[src/rtl/mhsa_ctrl_pkg.sv]
// Shared state encoding and default widths for the MHSA launch controller.
// Pure declarations: no logic, no latency, no flow control.
package mhsa_ctrl_pkg;

    localparam int DEF_ADDR_W = 16;
    localparam int DEF_DATA_W = 64;
    localparam int DEF_LEN_W  = 16;

    typedef enum logic [1:0] {
        ST_IDLE  = 2'd0,
        ST_LOAD  = 2'd1,
        ST_RUN   = 2'd2,
        ST_DRAIN = 2'd3
    } state_e;

endpackage

[src/rtl/mhsa_rd_buf.sv]
// One-entry holding register for result words; loads in one cycle when empty.
// Holds data stable until o_out_vld && i_out_rdy; refuses new input while full.
module mhsa_rd_buf #(
    parameter int DATA_W = 64
) (
    input  logic              i_clk,
    input  logic              i_rst_n,
    input  logic              i_in_vld,
    output logic              o_in_rdy,
    input  logic [DATA_W-1:0] i_in_dat,
    output logic              o_out_vld,
    input  logic              i_out_rdy,
    output logic [DATA_W-1:0] o_out_dat
);

    logic              r_vld;
    logic [DATA_W-1:0] r_dat;

    // No flow-through: the next fetch waits for the cycle after the pop.
    assign o_in_rdy  = ~r_vld;
    assign o_out_vld = r_vld;
    assign o_out_dat = r_dat;

    always_ff @(posedge i_clk or negedge i_rst_n) begin
        if (!i_rst_n) begin
            r_vld <= 1'b0;
            r_dat <= '0;
        end else if (i_in_vld && o_in_rdy) begin
            r_vld <= 1'b1;
            r_dat <= i_in_dat;
        end else if (r_vld && i_out_rdy) begin
            r_vld <= 1'b0;
        end
    end

endmodule

[src/rtl/mhsa_launch_ctrl.sv]
// Job sequencer: load input words into SoC buffer, launch accelerator, drain results.
// Writes same-cycle as ld handshake; reads take one cycle into a held rd buffer (>=2 cycles/word).
module mhsa_launch_ctrl
    import mhsa_ctrl_pkg::*;
#(
    parameter int ADDR_W = DEF_ADDR_W,
    parameter int DATA_W = DEF_DATA_W,
    parameter int LEN_W  = DEF_LEN_W
) (
    input  logic              clk,
    input  logic              rst_n,
    input  logic              cmd_valid,
    output logic              cmd_ready,
    input  logic [ADDR_W-1:0] cmd_in_base,
    input  logic [ADDR_W-1:0] cmd_out_base,
    input  logic [LEN_W-1:0]  cmd_in_len,
    input  logic [LEN_W-1:0]  cmd_out_len,
    input  logic              ld_valid,
    output logic              ld_ready,
    input  logic [DATA_W-1:0] ld_data,
    output logic              start,
    input  logic              done,
    output logic [ADDR_W-1:0] input_base,
    output logic [ADDR_W-1:0] output_base,
    output logic              soc_write_en,
    output logic [ADDR_W-1:0] soc_addr,
    output logic [DATA_W-1:0] soc_data_in,
    input  logic [DATA_W-1:0] soc_data_out,
    output logic              rd_valid,
    input  logic              rd_ready,
    output logic [DATA_W-1:0] rd_data,
    output logic              busy
);

    state_e            r_state;
    state_e            w_state_nxt;
    logic              r_cmd_en;
    logic [ADDR_W-1:0] r_in_base;
    logic [ADDR_W-1:0] r_out_base;
    logic [LEN_W-1:0]  r_in_len;
    logic [LEN_W-1:0]  r_out_len;
    logic [LEN_W-1:0]  r_idx;

    logic w_cmd_hs;
    logic w_ld_hs;
    logic w_rd_hs;
    logic w_last_wr;
    logic w_last_rd;
    logic w_buf_rdy;
    logic w_rd_issue;

    assign w_cmd_hs   = cmd_valid & r_cmd_en & (r_state == ST_IDLE);
    assign w_ld_hs    = ld_valid & (r_state == ST_LOAD);
    assign w_rd_hs    = rd_valid & rd_ready;
    assign w_last_wr  = w_ld_hs & (r_idx == r_in_len - LEN_W'(1));
    assign w_last_rd  = w_rd_hs & (r_idx == r_out_len - LEN_W'(1));
    assign w_rd_issue = (r_state == ST_DRAIN) & w_buf_rdy;

    assign input_base  = r_in_base;
    assign output_base = r_out_base;

    always_ff @(posedge clk or negedge rst_n) begin
        if (!rst_n) begin
            r_state <= ST_IDLE;
        end else begin
            r_state <= w_state_nxt;
        end
    end

    always_comb begin
        w_state_nxt  = r_state;
        cmd_ready    = 1'b0;
        ld_ready     = 1'b0;
        start        = 1'b0;
        busy         = 1'b1;
        soc_write_en = 1'b0;
        soc_addr     = '0;
        soc_data_in  = '0;
        case (r_state)
            ST_IDLE: begin
                busy      = 1'b0;
                cmd_ready = r_cmd_en;
                if (w_cmd_hs) begin
                    w_state_nxt = (cmd_in_len != '0) ? ST_LOAD : ST_RUN;
                end
            end
            ST_LOAD: begin
                ld_ready = 1'b1;
                soc_addr = r_in_base + ADDR_W'(r_idx);
                if (ld_valid) begin
                    soc_write_en = 1'b1;
                    soc_data_in  = ld_data;
                end
                if (w_last_wr) begin
                    w_state_nxt = ST_RUN;
                end
            end
            ST_RUN: begin
                start = 1'b1;
                if (done) begin
                    w_state_nxt = (r_out_len != '0) ? ST_DRAIN : ST_IDLE;
                end
            end
            ST_DRAIN: begin
                // Address stays on the word being fetched/held until its handshake.
                soc_addr = r_out_base + ADDR_W'(r_idx);
                if (w_last_rd) begin
                    w_state_nxt = ST_IDLE;
                end
            end
            default: w_state_nxt = ST_IDLE;
        endcase
    end

    // r_cmd_en keeps cmd_ready low until the first edge after reset release.
    always_ff @(posedge clk or negedge rst_n) begin
        if (!rst_n) begin
            r_cmd_en   <= 1'b0;
            r_in_base  <= '0;
            r_out_base <= '0;
            r_in_len   <= '0;
            r_out_len  <= '0;
            r_idx      <= '0;
        end else begin
            r_cmd_en <= 1'b1;
            if (w_cmd_hs) begin
                r_in_base  <= cmd_in_base;
                r_out_base <= cmd_out_base;
                r_in_len   <= cmd_in_len;
                r_out_len  <= cmd_out_len;
            end
            if (w_state_nxt != r_state) begin
                r_idx <= '0;
            end else if (w_ld_hs || w_rd_hs) begin
                r_idx <= r_idx + LEN_W'(1);
            end
        end
    end

    mhsa_rd_buf #(
        .DATA_W (DATA_W)
    ) u_rd_buf (
        .i_clk     (clk),
        .i_rst_n   (rst_n),
        .i_in_vld  (w_rd_issue),
        .o_in_rdy  (w_buf_rdy),
        .i_in_dat  (soc_data_out),
        .o_out_vld (rd_valid),
        .i_out_rdy (rd_ready),
        .o_out_dat (rd_data)
    );

endmodule

[config.mk]
export PLATFORM = sky130hd
export DESIGN_NAME = mhsa_launch_ctrl
export DESIGN_NICKNAME = d
export VERILOG_FILES = /design/src/rtl/mhsa_ctrl_pkg.sv /design/src/rtl/mhsa_rd_buf.sv /design/src/rtl/mhsa_launch_ctrl.sv
export SDC_FILE = /design/constraint.sdc
export NUM_CORES = 1
export LEC_CHECK = 0
export ABC_AREA = 1
export ABC_CLOCK_PERIOD_IN_PS = 8900
export CORE_AREA = 2 2 146 148
export DETAILED_ROUTE_END_ITERATION = 8
export DIE_AREA = 0 0 148 150
export PLACE_DENSITY = 0.82
export SKIP_CTS_REPAIR_TIMING = 1
export SLEW_MARGIN = 20
export SYNTH_ARGS = -nofsm -noshare
export SYNTH_HDL_FRONTEND = slang
export SYNTH_HIERARCHICAL = 1
export SYNTH_SLANG_ARGS = --single-unit
[constraint.sdc]
create_clock -name clk -period 8.9 [get_ports clk]
set_clock_uncertainty 0.2 [all_clocks]
set_input_delay 1.78 -clock clk [delete_from_list [all_inputs] [get_ports clk]]
set_output_delay 1.78 -clock clk [all_outputs]
set_load 0.05 [all_outputs]
==> results_dict.tcl <==
set metrics [dict create \
    status "completed" \
    cts_sinks 148 \
    relSlewSlack_pct 33.6 \
    ys.flop_type "dfrtp_1" \
    synth_area_um2 8940 \
    grt_antenna_before_repair 0 \
    die_y_um 150 \
    cts-root-buf "clkbuf_16" \
    fp.dieW_um 148 \
    worstMarginPinSlew_ns 0.995 \
    wl_per_cell_um 16.2 \
    fp-row-count 53 \
    clk_latency_ns 0.42 \
    clk_pin_slew_ns 0.07 \
    place_congestion 0.912 \
    antenna_cells 0 \
    clock_path_buffers 2 \
    max_freq_ghz 0.144 \
    start_util_pct 43.2 \
    endpoint_kind "output pin" \
    io_buffers 379 \
    p_total_mw 4.73 \
    syn_inst 1230 \
    critPathMaxStageDelay_ns 0.83 \
    cp_slowest_cell "clkdlybuf4s50_1" \
    grt_util_all_layers_pct 26.7 \
    required_ns 6.92 \
    powerDensity_nw_per_um2 353 \
    min_period_ns 6.94 \
    hp-class "flop to flop" \
    antenna_left 0 \
    path_cells "nand2_1, inv_1, nand2_1, nand2_1, ha_1, nand2_1, o21ai_0, nand3_1, o2111ai_1, a21oi_1, o21bai_1, nand3_1, nand3_1, nand2_1, nor2_1, clkdlybuf4s50_1" \
    crit_path_frequent_cell "nand2_1" \
    gr-total-overflow 0 \
    synth_edf_count 0 \
    top_level_ports 380 \
    wl_um 30200 \
    p_leak_nw 6.33 \
    die_area_um2 22200 \
    ys_seq_elements 148 \
    grt_pass1_wl_um 46700 \
    avgSynthCellArea_um2 7.27 \
    worstSetupStartpointType "flop" \
    ys_seq_area_share_pct 41.4 \
    first_global_vias 8901 \
    first_pass_iters 5 \
    core-area_um2 20700 \
    instances_no_fill 1871 \
    critPathArrivalTime_ns 4.96 \
    maxCapViolCount 0 \
    synthToLayoutAreaGrowth_pct 50.0 \
    drcViolationCount 0 \
    hpwl_um 22700 \
    drtIter0Drc 514 \
    setup_viol 0 \
    synth_nets 1447 \
    setup_tns_ns 0 \
    finalNetCount 1800 \
    fillers 1778 \
    place_ws_ns 2.55 \
    cts_htree_levels 4 \
    ys_async_sr_fraction_pct 100 \
    path_max_fanout 19 \
    fin_hold_ws_ns 0.280 \
    slew_viol_final 0 \
    criticalPathCategory "flop to output pin" \
    hold_viol 0 \
    cts_buffers 17 \
    yosysWarnings 6 \
    period_share_pct 78.0 \
    grt_max_degree 92 \
    dr_total_vias 9234 \
    yosysUniqueCellTypes 45 \
    dp_cells 1839 \
    setup_slack_ns 1.96 \
    cts_tree "done" \
    drive_above_1_share_pct 7.89 \
    ir_drop_v 0.000220 \
    rsz0062_at_grt "no" \
    viasPerCell 4.94 \
]
area by class of cell:
type,count,area (um2),area share (%)
Timing Repair Buffer,384,3830,28.6
Clock buffer,18,439,3.28
Inverter,133,499,3.72
Clock inverter,14,201,1.50
Sequential cell,148,3700,27.6
Tap cell,275,344,2.57
Multi-Input combinational cell,899,4390,32.7
power breakdown:
group / internal [mW] / switching (mW) / total [mW]
Sequential: 0.926 / 0.265 / 1.19
Combinational: 0.903 / 1.84 / 2.75
Clock: 0.464 / 0.326 / 0.790
Total: 2.29 / 2.44 / 4.73
synth_stat cells (16+ instances only):
library cell | n | area, um2
a21oi_1 | 28 | 140
nor2_2 | 16 | 100
nand2_2 | 55 | 344
inv_1 | 129 | 484
dfrtp_1 | 148 | 3700
ha_1 | 18 | 225
nand2_1 | 405 | 1520
o21ai_0 | 38 | 190
xor2_1 | 28 | 245
nor2_1 | 131 | 492
nand3_1 | 106 | 531
clkbuf_1 | 22 | 82.6
critical path: cells and delay by family (launching register included):
kind	cells	cell delay, ns
AND/OR/NAND/NOR	9	1.39
buffers and inverters	2	1.38
AO/OA/AOI/OAI	4	0.85
flip-flops	1	0.71
adder cells (fa/ha/maj)	1	0.22
cell usage in the layout (no fill, tap or decap), drive strengths merged:
| master | Yosys | routed |
|---|---|---|
| a21o | 1 | 1 |
| nor3 | 12 | 12 |
| and3 | 1 | 1 |
| fa | 1 | 1 |
| o31ai | 2 | 2 |
| xnor3 | 1 | 1 |
| or2 | 1 | 1 |
| a21oi | 29 | 29 |
| nor2 | 151 | 151 |
| clkdlybuf4s50 | 0 | 378 |
| xor2 | 28 | 28 |
| xnor2 | 10 | 10 |
| mux2i | 1 | 1 |
| o21bai | 4 | 4 |
| clkbuf | 25 | 18 |
| inv | 132 | 142 |
| clkinv | 1 | 2 |
| dfrtp | 148 | 148 |
| ha | 18 | 18 |
| buf | 25 | 6 |
| nand4 | 12 | 12 |
| nand3 | 107 | 107 |
| conb | 1 | 1 |
| nand3b | 9 | 9 |
| nor4 | 3 | 3 |
| bufinv | 0 | 3 |
| and2 | 2 | 2 |
| nand2 | 461 | 461 |
| a21boi | 1 | 1 |
| o2111ai | 1 | 1 |
| o21a | 3 | 3 |
| o21ai | 39 | 39 |
path summary, 6_finish.rpt:
kind,from,end,slack [ns],cells past startpoint
hold reg to reg,u_rd_buf/o_out_dat[2]$_DFFE_PN0P_,u_rd_buf/o_out_dat[2]$_DFFE_PN0P_,0.28,2
setup / recovery,r_state[0]$_DFF_PN0_,soc_addr[13],1.96,16
hold / removal,u_rd_buf/o_out_dat[2]$_DFFE_PN0P_,u_rd_buf/o_out_dat[2]$_DFFE_PN0P_,0.28,2
max in group asynchronous,rst_n,input_base[6]$_DFFE_PN0P_,5.89,2
setup reg to reg,r_state[0]$_DFF_PN0_,r_idx[4]$_DFFE_PN0P_,4.99,14
min in group asynchronous,rst_n,r_in_len[3]$_DFFE_PN0P_,1.21,1
routing by layer:
metal | GRT usage (%) | up-vias | share of wire, %
met5 | 0 | - | 0
met4 | 10.2 | 0 | 3.3
met3 | 9.09 | 56 | 9.4
met2 | 45.4 | 422 | 48
met1 | 31.2 | 4242 | 39
li1 | - | 4514 | -
metrics by stage:
stage / cell area, um2 / utilization, %
4_1_cts: 13400 / 64.8
5_1_grt: 13400 / 64.8
2_1_floorplan: 8940 / -
3_5_place_dp: 12800 / 61.7
6_report: 13400 / 64.8
3_3_place_gp: 12800 / 61.7
kinds of logic (layout without fill, tap and decap cells):
| kind of cell | Yosys count | after routing | share of synthesized area, % |
|---|---|---|---|
| XOR/XNOR | 39 | 39 | 3.98 |
| other | 1 | 1 | 0.0420 |
| buffers and inverters | 183 | 549 | 9.76 |
| AND/OR/NAND/NOR | 759 | 759 | 37.0 |
| adder cells (fa/ha/maj) | 19 | 19 | 2.74 |
| AO/OA/AOI/OAI | 80 | 80 | 4.91 |
| multiplexers | 1 | 1 | 0.112 |
| flip-flops | 148 | 148 | 41.4 |
flip-flops by register name (all words and copies together), names as in the netlist:
| name | flops |
|---|---|
| u_rd_buf/o_out_dat | 64 |
| input_base | 16 |
| output_base | 16 |
| r_idx | 16 |
| r_in_len | 16 |
| r_out_len | 16 |
| r_state | 2 |
| r_cmd_en | 1 |
| u_rd_buf/o_out_vld | 1 |
Power figures use the tool's default switching activity.
